File: src/rtl/esaxi_emesh_arb.sv
// Burst-locked round-robin arbiter merging AXI read/write beat streams onto the
// single emesh tx port, with credit tracking of in-flight emesh reads.
module esaxi_emesh_arb #(
  parameter int unsigned AW      = 32,
  parameter int unsigned DW      = 32,
  parameter int unsigned MAX_OUT = 8,
  parameter int unsigned CW      = 4
) (
  input  logic          clk,
  input  logic          s_axi_aresetn,
  input  logic          rd_req_valid,
  output logic          rd_req_ready,
  input  logic [AW-1:0] rd_req_addr,
  input  logic [2:0]    rd_req_size,
  input  logic          rd_req_last,
  input  logic          wr_req_valid,
  output logic          wr_req_ready,
  input  logic [AW-1:0] wr_req_addr,
  input  logic [DW-1:0] wr_req_data,
  input  logic [2:0]    wr_req_size,
  input  logic          wr_req_last,
  output logic          emesh_access,
  output logic          emesh_write,
  output logic [AW-1:0] emesh_addr,
  output logic [DW-1:0] emesh_data,
  output logic [1:0]    emesh_size,
  input  logic          emesh_wait,
  input  logic          rd_resp_valid,
  output logic [CW-1:0] rd_outstanding,
  output logic          grant_rd,
  output logic          grant_wr,
  output logic          err_underflow
);

  typedef enum logic [1:0] {
    IDLE     = 2'd0,
    RD_BURST = 2'd1,
    WR_BURST = 2'd2
  } state_t;

  state_t        state, state_nx;
  logic          last_wr, last_wr_nx;
  logic          access_nx, write_nx, err_nx;
  logic [AW-1:0] addr_nx;
  logic [DW-1:0] data_nx;
  logic [1:0]    size_nx;
  logic [CW-1:0] out_nx;
  logic          slot_free, rd_acc, wr_acc;

  // Size codes of a word and above all map to the 32-bit datamode.
  function automatic logic [1:0] size_map(input logic [2:0] s);
    return (s >= 3'd2) ? 2'b10 : s[1:0];
  endfunction

  assign slot_free    = !emesh_access || !emesh_wait;
  assign rd_req_ready = (state == RD_BURST) && slot_free && (rd_outstanding < CW'(MAX_OUT));
  assign wr_req_ready = (state == WR_BURST) && slot_free;
  assign rd_acc       = rd_req_valid && rd_req_ready;
  assign wr_acc       = wr_req_valid && wr_req_ready;
  assign grant_rd     = (state == RD_BURST);
  assign grant_wr     = (state == WR_BURST);

  always_comb begin
    state_nx   = state;
    last_wr_nx = last_wr;
    access_nx  = emesh_access;
    write_nx   = emesh_write;
    addr_nx    = emesh_addr;
    data_nx    = emesh_data;
    size_nx    = emesh_size;
    out_nx     = rd_outstanding;
    err_nx     = err_underflow;

    unique case (state)
      IDLE: begin
        if (rd_req_valid && wr_req_valid) state_nx = last_wr ? RD_BURST : WR_BURST;
        else if (rd_req_valid)            state_nx = RD_BURST;
        else if (wr_req_valid)            state_nx = WR_BURST;
      end
      RD_BURST: if (rd_acc && rd_req_last) begin
        state_nx   = IDLE;
        last_wr_nx = 1'b0;
      end
      WR_BURST: if (wr_acc && wr_req_last) begin
        state_nx   = IDLE;
        last_wr_nx = 1'b1;
      end
      default: state_nx = IDLE;
    endcase

    // A stalled slot keeps every emesh field frozen.
    if (rd_acc) begin
      access_nx = 1'b1;
      write_nx  = 1'b0;
      addr_nx   = rd_req_addr;
      data_nx   = '0;
      size_nx   = size_map(rd_req_size);
    end else if (wr_acc) begin
      access_nx = 1'b1;
      write_nx  = 1'b1;
      addr_nx   = wr_req_addr;
      data_nx   = wr_req_data;
      size_nx   = size_map(wr_req_size);
    end else if (slot_free) begin
      access_nx = 1'b0;
    end

    unique case ({rd_acc, rd_resp_valid})
      2'b10: out_nx = rd_outstanding + CW'(1);
      2'b01: begin
        if (rd_outstanding == '0) err_nx = 1'b1;
        else                      out_nx = rd_outstanding - CW'(1);
      end
      default: out_nx = rd_outstanding;
    endcase
  end

  always_ff @(posedge clk or negedge s_axi_aresetn) begin
    if (!s_axi_aresetn) begin
      state          <= IDLE;
      last_wr        <= 1'b1;
      emesh_access   <= 1'b0;
      emesh_write    <= 1'b0;
      emesh_addr     <= '0;
      emesh_data     <= '0;
      emesh_size     <= '0;
      rd_outstanding <= '0;
      err_underflow  <= 1'b0;
    end else begin
      state          <= state_nx;
      last_wr        <= last_wr_nx;
      emesh_access   <= access_nx;
      emesh_write    <= write_nx;
      emesh_addr     <= addr_nx;
      emesh_data     <= data_nx;
      emesh_size     <= size_nx;
      rd_outstanding <= out_nx;
      err_underflow  <= err_nx;
    end
  end

endmodule

File: config.mk
export PLATFORM = sky130hd
export DESIGN_NAME = esaxi_emesh_arb
export DESIGN_NICKNAME = d
export VERILOG_FILES = /design/src/rtl/esaxi_emesh_arb.sv
export SDC_FILE = /design/constraint.sdc
export NUM_CORES = 1
export LEC_CHECK = 0
export ABC_AREA = 1
export BUFFER_PORTS_ARGS = -buffer_cell sky130_fd_sc_hd__buf_2
export CAP_MARGIN = 10
export CELL_PAD_IN_SITES_DETAIL_PLACEMENT = 0
export CELL_PAD_IN_SITES_GLOBAL_PLACEMENT = 2
export CORE_ASPECT_RATIO = 2
export CORE_UTILIZATION = 26
export CTS_CLUSTER_SIZE = 14
export DETAILED_ROUTE_END_ITERATION = 16
export PLACE_DENSITY_LB_ADDON = 0.1
export RECOVER_POWER = 100
export SLEW_MARGIN = 20
export SYNTH_ARGS = -nofsm -noshare
export SYNTH_HDL_FRONTEND = slang
export SYNTH_SLANG_ARGS = --single-unit
File: constraint.sdc
create_clock -name clk -period 4 [get_ports clk]
set_input_delay 0.4 -clock clk [delete_from_list [all_inputs] [get_ports clk]]
set_output_delay 0.4 -clock clk [all_outputs]
set_load 0.02 [all_outputs]
Word level (Yosys, flattened, before mapping):

Cells that the tools add are included.

* $add $sub $neg: 2
* order comparisons: 3
* equal/unequal tests: 8
* muxes and demuxes: 25
* reductions and logical operators: 21

Operators with widths (number)
* $mux 32: 4
* $mux 2: 10
* $logic_and 1x1->1: 8
* $pmux 4 s2: 1
* $mux 1: 7
* $ge 3x2->1 const B: 2
* $pmux 2 s3: 1
* $reduce_and 3->1: 2
* $reduce_bool 2->1: 3
* $add 4x1->4 const B: 1
* $eq 2x1->1 const B: 2
* $eq 2x2->1 const B: 2
* $logic_not 4->1: 1
* $lt 4x4->1 const B: 1
* $mux 4: 1
* $ne 2x1->1 const B: 2
* $ne 4x4->1 const B: 1
* $reduce_and 2->1: 2
* $sub 4x1->4 const B: 1
* $reduce_bool 3->1: 1
* $logic_not 1->1: 2
* $logic_not 2->1: 1
* $ne 2x2->1 const B: 1
* $pmux 1 s2: 1
* $logic_or 1x1->1: 1

* flip-flop bits (word level): 76
* input port bits: 110
* output and inout port bits: 77
* logic and storage cells: 68

Depth between registers and ports, before layout:

* depth after elaboration: 8
* depth in mapped cells: 12
* mapped depth without buffers: 12

Least setup slack after synthesis:

OpenSTA, ideal clock, no wires.

* kind: register to register
* start point: register state[0]
* end point: register rd_outstanding[2]
* library setup time: 0.077 ns
* arrival: 1.761 ns
* required time: 3.923 ns
* slack: 2.162 ns
* stages on the path, launching flop included: 13
* buffers on the path: 0
* clock period less this slack: 1.838 ns
* cells stage by stage: dfrtp_1 > inv_1 > nor2_2 > nand4_4 > nand2_2 > nand2_1 > nand2_1 > inv_1 > ha_1 > inv_1 > nand2_1 > xor2_1 > a21oi_1

* word-level cells in the longest chain between the ends: 7
* elaborated cells on any way between the ends: 10
* classes of those cells: eq/ne (4); mux (1); reduce/logical (5)

Ends and longest elaborated chain
* start, declared: RTL line 41 `state_t state, state_nx;`
* start signal, assigned: RTL line 130 `state <= state_nx;`
* $eq 2x1->1 *
* via grant_rd: RTL line 30 `output logic grant_rd,`
* $logic_and 1x1->1 * (2 in a row): RTL line 56 `assign rd_req_ready = (state == RD_BURST) && slot_free && (rd_outstanding < CW'(MAX_OUT));`
* $logic_and 1x1->1 *: RTL line 58 `assign rd_acc = rd_req_valid && rd_req_ready;`
* $eq 2x1->1 / $eq 2x2->1 (equally long branches): RTL line 108 `unique case ({rd_acc, rd_resp_valid})`
* $ne 2x2->1 (no source line) / $reduce_bool 2->1 (equally long branches)
* $reduce_and 2->1 (no source line)
* end signal, assigned: RTL line 137 `rd_outstanding <= out_nx;`
* end, declared: RTL line 29 `output logic [CW-1:0] rd_outstanding,`

Mark *: on every way through the listed nets, which the timed path passes. The rest lies on a longest branch.
A chain may end at the register's enable or synchronous reset.

Final worst setup path:

* start point: register state[0]
* end point: register emesh_size[1]

* word-level cells in the longest chain between the ends: 5
* elaborated cells on any way between the ends: 9
* classes of those cells: eq/ne (2); mux (1); reduce/logical (6)

Ends and longest elaborated chain
* $eq 2x1->1: RTL line 56
* $logic_and 1x1->1 (2 in a row): RTL line 56
* $logic_and 1x1->1: RTL line 58
* $mux 2 / $reduce_bool 2->1 (equally long branches)
* end signal, assigned: RTL line 136 `emesh_size <= size_nx;`
* end, declared: RTL line 26 `output logic [1:0] emesh_size,`

Several ways; a longest one is shown, not always the timed one.

==> impl_metrics.py <==
metrics = {
    "outcome": {
        "status": "complete, but fails checks",
        "violations": "max-capacitance violations, max-slew violations",
    },
    "critical_path": {
        "r2r_end": "emesh_size[1]",
        "crit_path_start_kind": "flip-flop",
        "cp-startpoint": "state[0]",
        "crit_required_ns": 4.24,
        "crit_arrival_ns": 2.97,
        "rr_startpoint": "state[0]",
        "critPathTopFamily": "buffers and inverters",
        "cp_slowest_cell": "inv_1",
        "worstPathCellList": "inv_1, nor2_1, nand4_1, nand2_1, inv_1, buf_4, nand2_1, o221ai_1",
        "endpoint_kind": "flip-flop",
        "crit_buf_inv": 3,
        "max_stage_delay_ns": 0.99,
        "crit_type": "reg2reg",
        "r2r.worst_path.cells": 8,
        "setup.worst_path.end": "emesh_size[1]",
        "r2r_slack_ns": 1.27,
        "path_depth": 8,
        "worstPathMaxFanout": 41,
    },
    "global_route": {
        "grt_max_degree": 77,
        "antenna_found_initial": 2,
        "grt_pass1_wl_um": 16500,
        "grt_remaining_overflow": 0,
        "grt_pass1_vias": 3160,
        "grt_usage": 0.173,
    },
    "place": {
        "gp_congestion": 0.748,
        "portBuffers": 186,
        "dp_slack_ns": 1.51,
        "hpwlAfterDp_um": 7460,
    },
    "clock_tree": {
        "post-cts-setup-buffers": 0,
        "cts-resized-gates": 0,
        "clk_latency_ns": 0.33,
        "cts_buffer_depth": 2,
        "holdBufCountCts": 0,
        "clockRootBuffer": "clkbuf_16",
        "cts_tree": "built",
        "cts.sinks": 76,
        "numCtsBuffers": 9,
        "path_clk_slew_ns": 0.06,
        "cts_max_level": 3,
    },
    "floorplan": {
        "core-area_sq_um": 12100,
        "num_io_pins": 187,
        "design.die.area_sq_um": 12800,
        "die_w_um": 80.5,
        "die_h_um": 159,
        "rows": 57,
        "start_util": 0.266,
    },
    "power": {
        "ir_drop_uv": 269,
        "p_leak_nw": 2.27,
        "p_per_area_nw_per_um2": 874,
    },
    "sta": {
        "timing_hold_violations_final": 0,
        "tightest_slew_ns": 2.01,
        "tns_ns": 0,
        "rsz0062_at_grt": "false",
        "timing.fmax_ghz": 0.366,
        "setup_viol": 0,
        "relSlewSlack": -0.343,
        "period_minus_slack_ns": 2.73,
        "post-route-period-util": 0.682,
        "slew_viol_final": 77,
        "setup_ws_ns": 1.27,
        "finalClockSkew_ns": 0.00725,
        "holdWs_ns": 0.276,
    },
    "yosys": {
        "yosysWarnings": 0,
        "synthesis.nets": 445,
        "yosysTopAreaCellShare": 0.585,
        "synth.distinct_cells": 29,
        "synth_largest_area_cell": "dfrtp_1",
        "yosysSeqAreaShare": 0.594,
        "syn_area_per_cell_sq_um": 9.60,
        "ys_ff_latch": 76,
        "synth.area.top_cells": "dfrtp_1 59%, nand2_1 14%, a22o_1 8.7%",
        "syn-cell-area_sq_um": 3210,
        "syn-instance-count": 334,
    },
    "route": {
        "drt_pre_antenna_iters": 5,
        "viasPerCell": 4.52,
        "drc_errors": 0,
        "first_iter_violations": 135,
        "detail-route-antenna-nets": 0,
        "num_vias": 3030,
        "wire_per_inst_um": 15.9,
        "drt-total-wl_um": 10600,
    },
    "final_layout": {
        "nets": 627,
        "drive_gt1_frac": 0.251,
        "synthToLayoutAreaGrowth_pct": 38.1,
    },
    "flow_run": {
        "cap_violations": 1,
    },
    "min_path": {
        "worstHoldPathType": "in2reg",
    },
}
[power by group]
part	internal (mW)	switching (mW)	leakage, nW
combinational	0.506	1.10	1.16
sequential	1.15	0.237	0.950
clock	0.544	0.334	0.155
[through the flow]
stage / instance area (sq um) / instances / util / power (mW)
floorplan: 3210 / 334 / - / 2.50
global placement: 4250 / 652 / 0.353 / 3.14
detailed placement: 4250 / 652 / 0.353 / 3.16
CTS: 4570 / 668 / 0.379 / 4.06
global route: 4430 / 670 / 0.367 / 4.15
finish: 4430 / 670 / 0.367 / 3.87
[cells in the final DEF, fill, tap and decap left out, types with 2 or more instances in the layout]
master / count
o21ai_0: 6
dfrtp_1: 75
nor4_1: 2
clkbuf_2: 2
nand3_1: 40
nor2_1: 11
buf_2: 108
nand2_1: 118
a22o_1: 32
clkbuf_16: 9
nor3_1: 2
clkinv_2: 3
diode_2: 2
bufinv_16: 2
xor2_1: 2
inv_1: 17
clkbuf_1: 77
inv_2: 3
[worst reg2reg max path, stage by stage, from the launching register on]
cell and delay, ns:
dfrtp_1 0.40, inv_1 0.09, nor2_1 0.07, nand4_1 0.27
nand2_1 0.16, inv_1 0.99, buf_4 0.49, nand2_1 0.09
o221ai_1 0.08
[worst min-delay path by stage]
stage                                from        endpoint  slack, ns  cells past startpoint
after global placement      err_underflow   err_underflow       0.46                      1
after floorplan             s_axi_aresetn    emesh_access       0.10                      0
final                      rd_req_addr[5]   emesh_addr[5]       0.28                      3
after detailed placement    err_underflow   err_underflow       0.45                      1
after CTS                 wr_req_addr[26]  emesh_addr[26]       0.26                      3
after global routing       wr_req_addr[3]   emesh_addr[3]       0.28                      3
[kinds of logic after synthesis]
group | after synthesis | synth area share
xor gates and xnor gates | 2 | 0.00547
adders and majority gates | 1 | 0.00390
DFF | 76 | 0.594
AOI/OAI and AO/OA | 44 | 0.111
and+or+nand+nor | 174 | 0.233
buffers and inverters | 37 | 0.0523
[per-layer routing]
layer,GRT usage,vias to the layer above,share of wire
met3,0.0372,12,0.050
li1,-,1475,-
met1,0.183,1438,0.37
met4,0.0666,0,0.019
met5,0,-,0
met2,0.321,105,0.56
[cell type report]
| class | instances | area (sq um) |
|---|---|---|
| clock buffers | 9 | 225 |
| flip-flops and latches | 76 | 1900 |
| clock inverters | 7 | 91.3 |
| well taps | 147 | 184 |
| multi-input cells | 221 | 1100 |
| inverters | 20 | 75.1 |
| fillers | 1336 | 7630 |
| diodes | 2 | 5.00 |
| repair buffers | 188 | 847 |
[cells in the mapped netlist (all sizes together)]
cell and instances:
nand2 118, dfrtp 75, nand3 40, a22o 32
inv 19, buf 13, nor2 11, o21ai 7
clkbuf 4, nor3 2, nor4 2, xor2 2
a21o 1, a21oi 1, a31oi 1, a32o 1
clkinv 1, dfstp 1, ha 1, nand4 1
o221ai 1
[state kept, by name (all words and copies together), names as in the netlist]
register        cells
emesh_addr         32
emesh_data         32
rd_outstanding      4
emesh_size          2
state               2
emesh_access        1
emesh_write         1
err_underflow       1
last_wr             1
Note: power is estimated with default switching activity, not from simulation.
